## config.mk

```make
export PLATFORM = sky130hd
export DESIGN_NAME = sha256_padder
export DESIGN_NICKNAME = d
export VERILOG_FILES = /design/src/rtl/sha256_padder.sv
export SDC_FILE = /design/constraint.sdc
export NUM_CORES = 2
export LEC_CHECK = 0
export ABC_AREA = 0
export CORE_ASPECT_RATIO = 2
export CORE_MARGIN = 3
export CORE_UTILIZATION = 45
export CTS_BUF_LIST = sky130_fd_sc_hd__clkbuf_8
export CTS_CLUSTER_DIAMETER = 50
export CTS_CLUSTER_SIZE = 14
export DETAILED_ROUTE_END_ITERATION = 8
export PLACE_DENSITY = 0.7
export SETUP_SLACK_MARGIN = 0.2
export SLEW_MARGIN = 20
export SYNTH_ARGS = -nofsm -noshare
export SYNTH_HDL_FRONTEND = slang
export SYNTH_SLANG_ARGS = --single-unit
```

## constraint.sdc

```tcl
create_clock -name clk -period 23.2 [get_ports clk]
set_clock_uncertainty 0.05 [all_clocks]
set_input_delay 4.64 -clock clk [delete_from_list [all_inputs] [get_ports clk]]
set_output_delay 4.64 -clock clk [all_outputs]
set_load 0.03 [all_outputs]
```

## src/rtl/sha256_padder.sv

```systemverilog
// SHA-256 message padder: packs a byte stream into 512-bit blocks and appends
// the 0x80 marker, zero fill and big-endian 64-bit bit length.
module sha256_padder (
    input  logic         clk,
    input  logic         rst,
    input  logic [7:0]   in_data,
    input  logic         in_valid,
    input  logic         in_last,
    output logic         in_ready,
    output logic [511:0] blk_data,
    output logic         blk_valid,
    input  logic         blk_ready,
    output logic         blk_first,
    output logic         blk_final
);

    localparam logic [1:0] ST_FILL  = 2'd0;
    localparam logic [1:0] ST_EMIT  = 2'd1;
    localparam logic [1:0] ST_EXTRA = 2'd2;

    logic [1:0]   r_state;
    logic [5:0]   r_idx;
    logic [63:0]  r_bitcnt;
    logic         r_extra;
    logic         r_extra_pad;
    logic         r_first_pend;
    logic [511:0] r_buf;
    logic         r_in_ready;
    logic         r_blk_valid;
    logic         r_blk_first;
    logic         r_blk_final;

    logic [1:0]   w_state_nxt;
    logic [5:0]   w_idx_nxt;
    logic [63:0]  w_bitcnt_nxt;
    logic         w_extra_nxt;
    logic         w_extra_pad_nxt;
    logic         w_first_pend_nxt;
    logic [511:0] w_buf_nxt;
    logic         w_in_ready_nxt;
    logic         w_blk_valid_nxt;
    logic         w_blk_first_nxt;
    logic         w_blk_final_nxt;

    logic         w_accept;
    logic         w_blk_done;
    logic         w_blk_hs;
    logic [63:0]  w_bitcnt_inc;
    logic [5:0]   w_idx_inc;
    logic [8:0]   w_byte_base;
    logic [8:0]   w_pad_base;

    // Byte-reverses the bit count so its MSB lands in block byte 56.
    function automatic logic [63:0] f_len_field(input logic [63:0] bits);
        logic [63:0] res;
        res = 64'h0;
        for (int i = 0; i < 8; i++) begin
            res[8*i +: 8] = bits[8*(7-i) +: 8];
        end
        return res;
    endfunction

    assign w_accept     = in_valid & r_in_ready;
    assign w_blk_done   = w_accept & (in_last | (r_idx == 6'd63));
    assign w_blk_hs     = r_blk_valid & blk_ready;
    assign w_bitcnt_inc = r_bitcnt + 64'd8;
    assign w_idx_inc    = r_idx + 6'd1;
    assign w_byte_base  = {r_idx, 3'b000};
    assign w_pad_base   = {w_idx_inc, 3'b000};

    // Next-state and datapath computation for the FILL / EMIT / EXTRA machine.
    always_comb begin
        w_state_nxt      = r_state;
        w_idx_nxt        = r_idx;
        w_bitcnt_nxt     = r_bitcnt;
        w_extra_nxt      = r_extra;
        w_extra_pad_nxt  = r_extra_pad;
        w_first_pend_nxt = r_first_pend;
        w_buf_nxt        = r_buf;
        w_in_ready_nxt   = r_in_ready;
        w_blk_valid_nxt  = r_blk_valid;
        w_blk_first_nxt  = r_blk_first;
        w_blk_final_nxt  = r_blk_final;

        case (r_state)
            ST_FILL: begin
                w_in_ready_nxt = 1'b1;
                if (w_accept) begin
                    w_buf_nxt[w_byte_base +: 8] = in_data;
                    w_bitcnt_nxt = w_bitcnt_inc;
                    w_idx_nxt    = w_idx_inc;
                end else begin
                    w_idx_nxt = r_idx;
                end

                // Bytes above the write index are already zero: the buffer is cleared on re-entry to FILL.
                if (w_accept && in_last) begin
                    if (r_idx != 6'd63) begin
                        w_buf_nxt[w_pad_base +: 8] = 8'h80;
                        w_extra_pad_nxt = 1'b0;
                    end else begin
                        w_extra_pad_nxt = 1'b1;
                    end
                    if (r_idx <= 6'd54) begin
                        w_buf_nxt[511:448] = f_len_field(w_bitcnt_inc);
                        w_blk_final_nxt    = 1'b1;
                        w_extra_nxt        = 1'b0;
                    end else begin
                        w_blk_final_nxt    = 1'b0;
                        w_extra_nxt        = 1'b1;
                    end
                end else begin
                    w_blk_final_nxt = 1'b0;
                    w_extra_nxt     = 1'b0;
                end

                if (w_blk_done) begin
                    w_state_nxt      = ST_EMIT;
                    w_blk_valid_nxt  = 1'b1;
                    w_blk_first_nxt  = r_first_pend;
                    w_first_pend_nxt = 1'b0;
                    w_in_ready_nxt   = 1'b0;
                end else begin
                    w_state_nxt      = ST_FILL;
                end
            end

            ST_EMIT: begin
                w_in_ready_nxt = 1'b0;
                if (w_blk_hs) begin
                    w_blk_valid_nxt = 1'b0;
                    if (r_extra) begin
                        w_state_nxt = ST_EXTRA;
                        w_extra_nxt = 1'b0;
                    end else begin
                        w_state_nxt    = ST_FILL;
                        w_idx_nxt      = 6'd0;
                        w_buf_nxt      = 512'h0;
                        w_in_ready_nxt = 1'b1;
                    end
                    if (r_blk_final) begin
                        w_bitcnt_nxt     = 64'h0;
                        w_first_pend_nxt = 1'b1;
                    end else begin
                        w_bitcnt_nxt     = r_bitcnt;
                    end
                end else begin
                    w_state_nxt = ST_EMIT;
                end
            end

            ST_EXTRA: begin
                w_buf_nxt       = {f_len_field(r_bitcnt), 440'h0,
                                   (r_extra_pad ? 8'h80 : 8'h00)};
                w_extra_pad_nxt = 1'b0;
                w_state_nxt     = ST_EMIT;
                w_blk_valid_nxt = 1'b1;
                w_blk_first_nxt = 1'b0;
                w_blk_final_nxt = 1'b1;
                w_in_ready_nxt  = 1'b0;
            end

            default: begin
                w_state_nxt      = ST_FILL;
                w_idx_nxt        = 6'd0;
                w_bitcnt_nxt     = 64'h0;
                w_extra_nxt      = 1'b0;
                w_extra_pad_nxt  = 1'b0;
                w_first_pend_nxt = 1'b1;
                w_buf_nxt        = 512'h0;
                w_in_ready_nxt   = 1'b0;
                w_blk_valid_nxt  = 1'b0;
                w_blk_first_nxt  = 1'b0;
                w_blk_final_nxt  = 1'b0;
            end
        endcase
    end

    // State and output registers; reset discards any partial message.
    always_ff @(posedge clk or posedge rst) begin
        if (rst) begin
            r_state      <= ST_FILL;
            r_idx        <= 6'd0;
            r_bitcnt     <= 64'h0;
            r_extra      <= 1'b0;
            r_extra_pad  <= 1'b0;
            r_first_pend <= 1'b1;
            r_buf        <= 512'h0;
            r_in_ready   <= 1'b0;
            r_blk_valid  <= 1'b0;
            r_blk_first  <= 1'b0;
            r_blk_final  <= 1'b0;
        end else begin
            r_state      <= w_state_nxt;
            r_idx        <= w_idx_nxt;
            r_bitcnt     <= w_bitcnt_nxt;
            r_extra      <= w_extra_nxt;
            r_extra_pad  <= w_extra_pad_nxt;
            r_first_pend <= w_first_pend_nxt;
            r_buf        <= w_buf_nxt;
            r_in_ready   <= w_in_ready_nxt;
            r_blk_valid  <= w_blk_valid_nxt;
            r_blk_first  <= w_blk_first_nxt;
            r_blk_final  <= w_blk_final_nxt;
        end
    end

    assign in_ready  = r_in_ready;
    assign blk_data  = r_buf;
    assign blk_valid = r_blk_valid;
    assign blk_first = r_blk_first;
    assign blk_final = r_blk_final;

endmodule

```

==> results_dict.tcl <==
set metrics [dict create \
    power_mw 2.99 \
    async_flop_share 1.00 \
    grt_pass1_vias 26500 \
    met2_usage 0.609 \
    p_leak_nw 14.5 \
    drt-initial-drc-count 2968 \
    end_kind "flip-flop" \
    avgViaCountPerCell 6.74 \
    syn_avg_cell_area_um2 10.4 \
    outcome "finished, final reports clean" \
    cts_tree "built" \
    cp_max_fo 18 \
    fp-row-count 129 \
    setup.worst_path.start_class "input port" \
    required_ns 23.77 \
    insertion_delay_ns 0.70 \
    numClockSinks 588 \
    finalMaxSlewViolations 0 \
    routedWlPerCell_um 31.0 \
    area_delta_synth_final_pct 23.7 \
    grt_overflow 0 \
    dr_total_vias 26700 \
    fillers 5393 \
    hold_viol 0 \
    min_path_type "reg2reg" \
    grt_max_degree 147 \
    port_buffers 528 \
    timing.fmax_mhz 124 \
    io_pins 529 \
    powerDensity_nw_per_um2 85.2 \
    path_clk_slew_ns 0.10 \
    cts-root-buf "clkbuf_8" \
    die_w_um 184 \
    min_period_ns 8.03 \
    start_util 0.457 \
    ys_ff_latch 588 \
    synth_cells 2734 \
    htreeDepth 2 \
    dp_hpwl_mm 88.5 \
    tightest_slew_ns 1.11 \
    crit_arrival_ns 8.60 \
    path_class "in2reg" \
    core_um2 62100 \
    min_from "blk_data[311]$_DFFE_PP0P_" \
    drt_pass1_iterations 7 \
    drcViolationCount 0 \
    use_met1 0.405 \
    globalRouteMet3Util 0.0717 \
    synth_nets 2754 \
    cts-buffers-inserted 51 \
    cts_resized 0 \
    antenna_found_initial 3 \
    post-route-period-util 0.346 \
    place_congestion 0.974 \
    grt_usage 0.360 \
    final_net_count 3186 \
    yosysUniqueCellTypes 106 \
    hold_slack_ns 0.442 \
    die_area_um2 66300 \
    place_ws_ns 14.78 \
    synth_area_um2 28400 \
    slew_headroom 0.260 \
    peakVddDrop_mv 0.0765 \
    timing.final.ws_setup_ns 15.17 \
    grt_pass1_wl_mm 179 \
    post_cts_buffers 0 \
    drive_gt1_frac 0.0790 \
    synth_ff_type "dfrtp_1" \
    finalSetupViolations 0 \
    yosysSeqAreaShare 0.518 \
    hold_buffers 0 \
    fin_setup_tns_ns 0 \
    wl_mm 123 \
    ant_nets 0 \
    synth_edf_count 0 \
    top_usage_layer "met2" \
    r2r-start "r_idx[0]$_DFFE_PP0P_" \
    die_h_um 361 \
    setup.worst_path.start "in_valid" \
    yosys_warnings 0 \
    rsz0062_at_grt "false" \
    cts_max_path_buffers 3 \
    max-cap-violations 0 \
]
==> worst paths after layout <==
check,end,slack [ns],cells after the start
worst max register to register,blk_data[146]$_DFFE_PP0P_,18.54,10
max in group asynchronous,blk_data[56]$_DFFE_PP0P_,16.07,4
min in group asynchronous,blk_data[296]$_DFFE_PP0P_,4.51,2
worst max-delay path,blk_data[158]$_DFFE_PP0P_,15.17,8
worst min-delay path,blk_data[311]$_DFFE_PP0P_,0.44,1
worst min register to register,blk_data[311]$_DFFE_PP0P_,0.44,1
==> metal layers <==
metal / vias up / part of all wire
met3: 482 / 0.085
met1: 13400 / 0.34
met4: 0 / 0.086
met2: 1664 / 0.49
li1: 11200 / -
met5: - / 0
==> area by class of cell <==
type | instances | area [um2] | area share
repair buffers | 577 | 5640 | 0.160
flip-flops and latches | 588 | 14700 | 0.419
inverters | 33 | 131 | 0.00374
multi-input cells | 1915 | 12800 | 0.364
diodes | 3 | 7.51 | 0.000214
clock inverters | 11 | 113 | 0.00321
well taps | 786 | 983 | 0.0280
clock buffers | 54 | 743 | 0.0212
==> per-stage QoR <==
stage	area [um2]	utilization	cells
after floorplan	28400	-	2734
after global placement	34200	0.551	3899
after detailed placement	34200	0.551	3899
after CTS	35100	0.565	3964
after global routing	35100	0.565	3966
final	35100	0.565	3967
==> registers in the layout (all words and copies together) (netlist names) <==
name,flops
r_state,2
blk_valid,1
r_bitcnt,61
blk_first,1
r_extra_pad,1
r_first_pend,1
r_idx,6
blk_data,512
blk_final,1
r_extra,1
in_ready,1
==> power breakdown <==
group          internal [mW]  leakage [nW]  switching (mW)  total, mW
sequential              1.07          8.16          0.0484       1.12
combinational          0.298          5.88           0.974       1.27
clock                  0.226         0.442           0.375      0.600
==> Yosys cell counts, types with 17 or more instances <==
cell type / n / area (um2)
dfrtp_1: 587 / 14700
a22o_1: 288 / 2520
nand2_1: 226 / 848
o21ai_0: 226 / 1130
nor2_1: 208 / 781
clkbuf_1: 134 / 503
o2bb2ai_1: 89 / 780
a21oi_1: 85 / 425
nand3_1: 81 / 405
a31oi_1: 45 / 282
nor3_1: 45 / 225
buf_2: 41 / 205
a32o_1: 40 / 400
and3_1: 38 / 238
o31ai_1: 38 / 285
o21ai_1: 34 / 170
xnor2_1: 32 / 280
inv_1: 31 / 116
a22oi_1: 28 / 210
mux2i_1: 25 / 250
nand4_1: 23 / 144
xor2_1: 20 / 175
and2_1: 19 / 119
nor3_2: 18 / 180
o22ai_1: 17 / 106
==> cell usage in the layout, fill, tap and decap left out, types with 54 or more instances in the layout <==
master           netlist  final
nor2_1               208    203
o2bb2ai_1             89     89
clkbuf_8               0     54
clkdlybuf4s50_1        0    521
o21ai_0              226    226
dfrtp_1              587    587
a21oi_1               85     85
a22o_1               288    288
nand3_1               81     81
nand2_1              226    225
==> kinds of logic (layout without fill, tap and decap cells) <==
family          after synthesis  in the layout  synth area share
buf+inv                     231            675            0.0341
fa+ha+maj                     7              7           0.00308
flops                       588            588             0.518
compound gates             1053           1053             0.277
simple gates                760            760             0.134
other cells                   0              3                 0
mux                          40             40            0.0148
xor+xnor                     55             55            0.0182
==> critical path, cell delays in order <==
cell and delay, ns:
clkdlybuf4s50_1 0.52, and2_1 0.69, o21ai_2 0.19, nor2_1 0.73, nand2_1 0.47, nor2_1 0.64
nand3_1 0.43, o2bb2ai_1 0.27
Power figures use the tool's default switching activity.
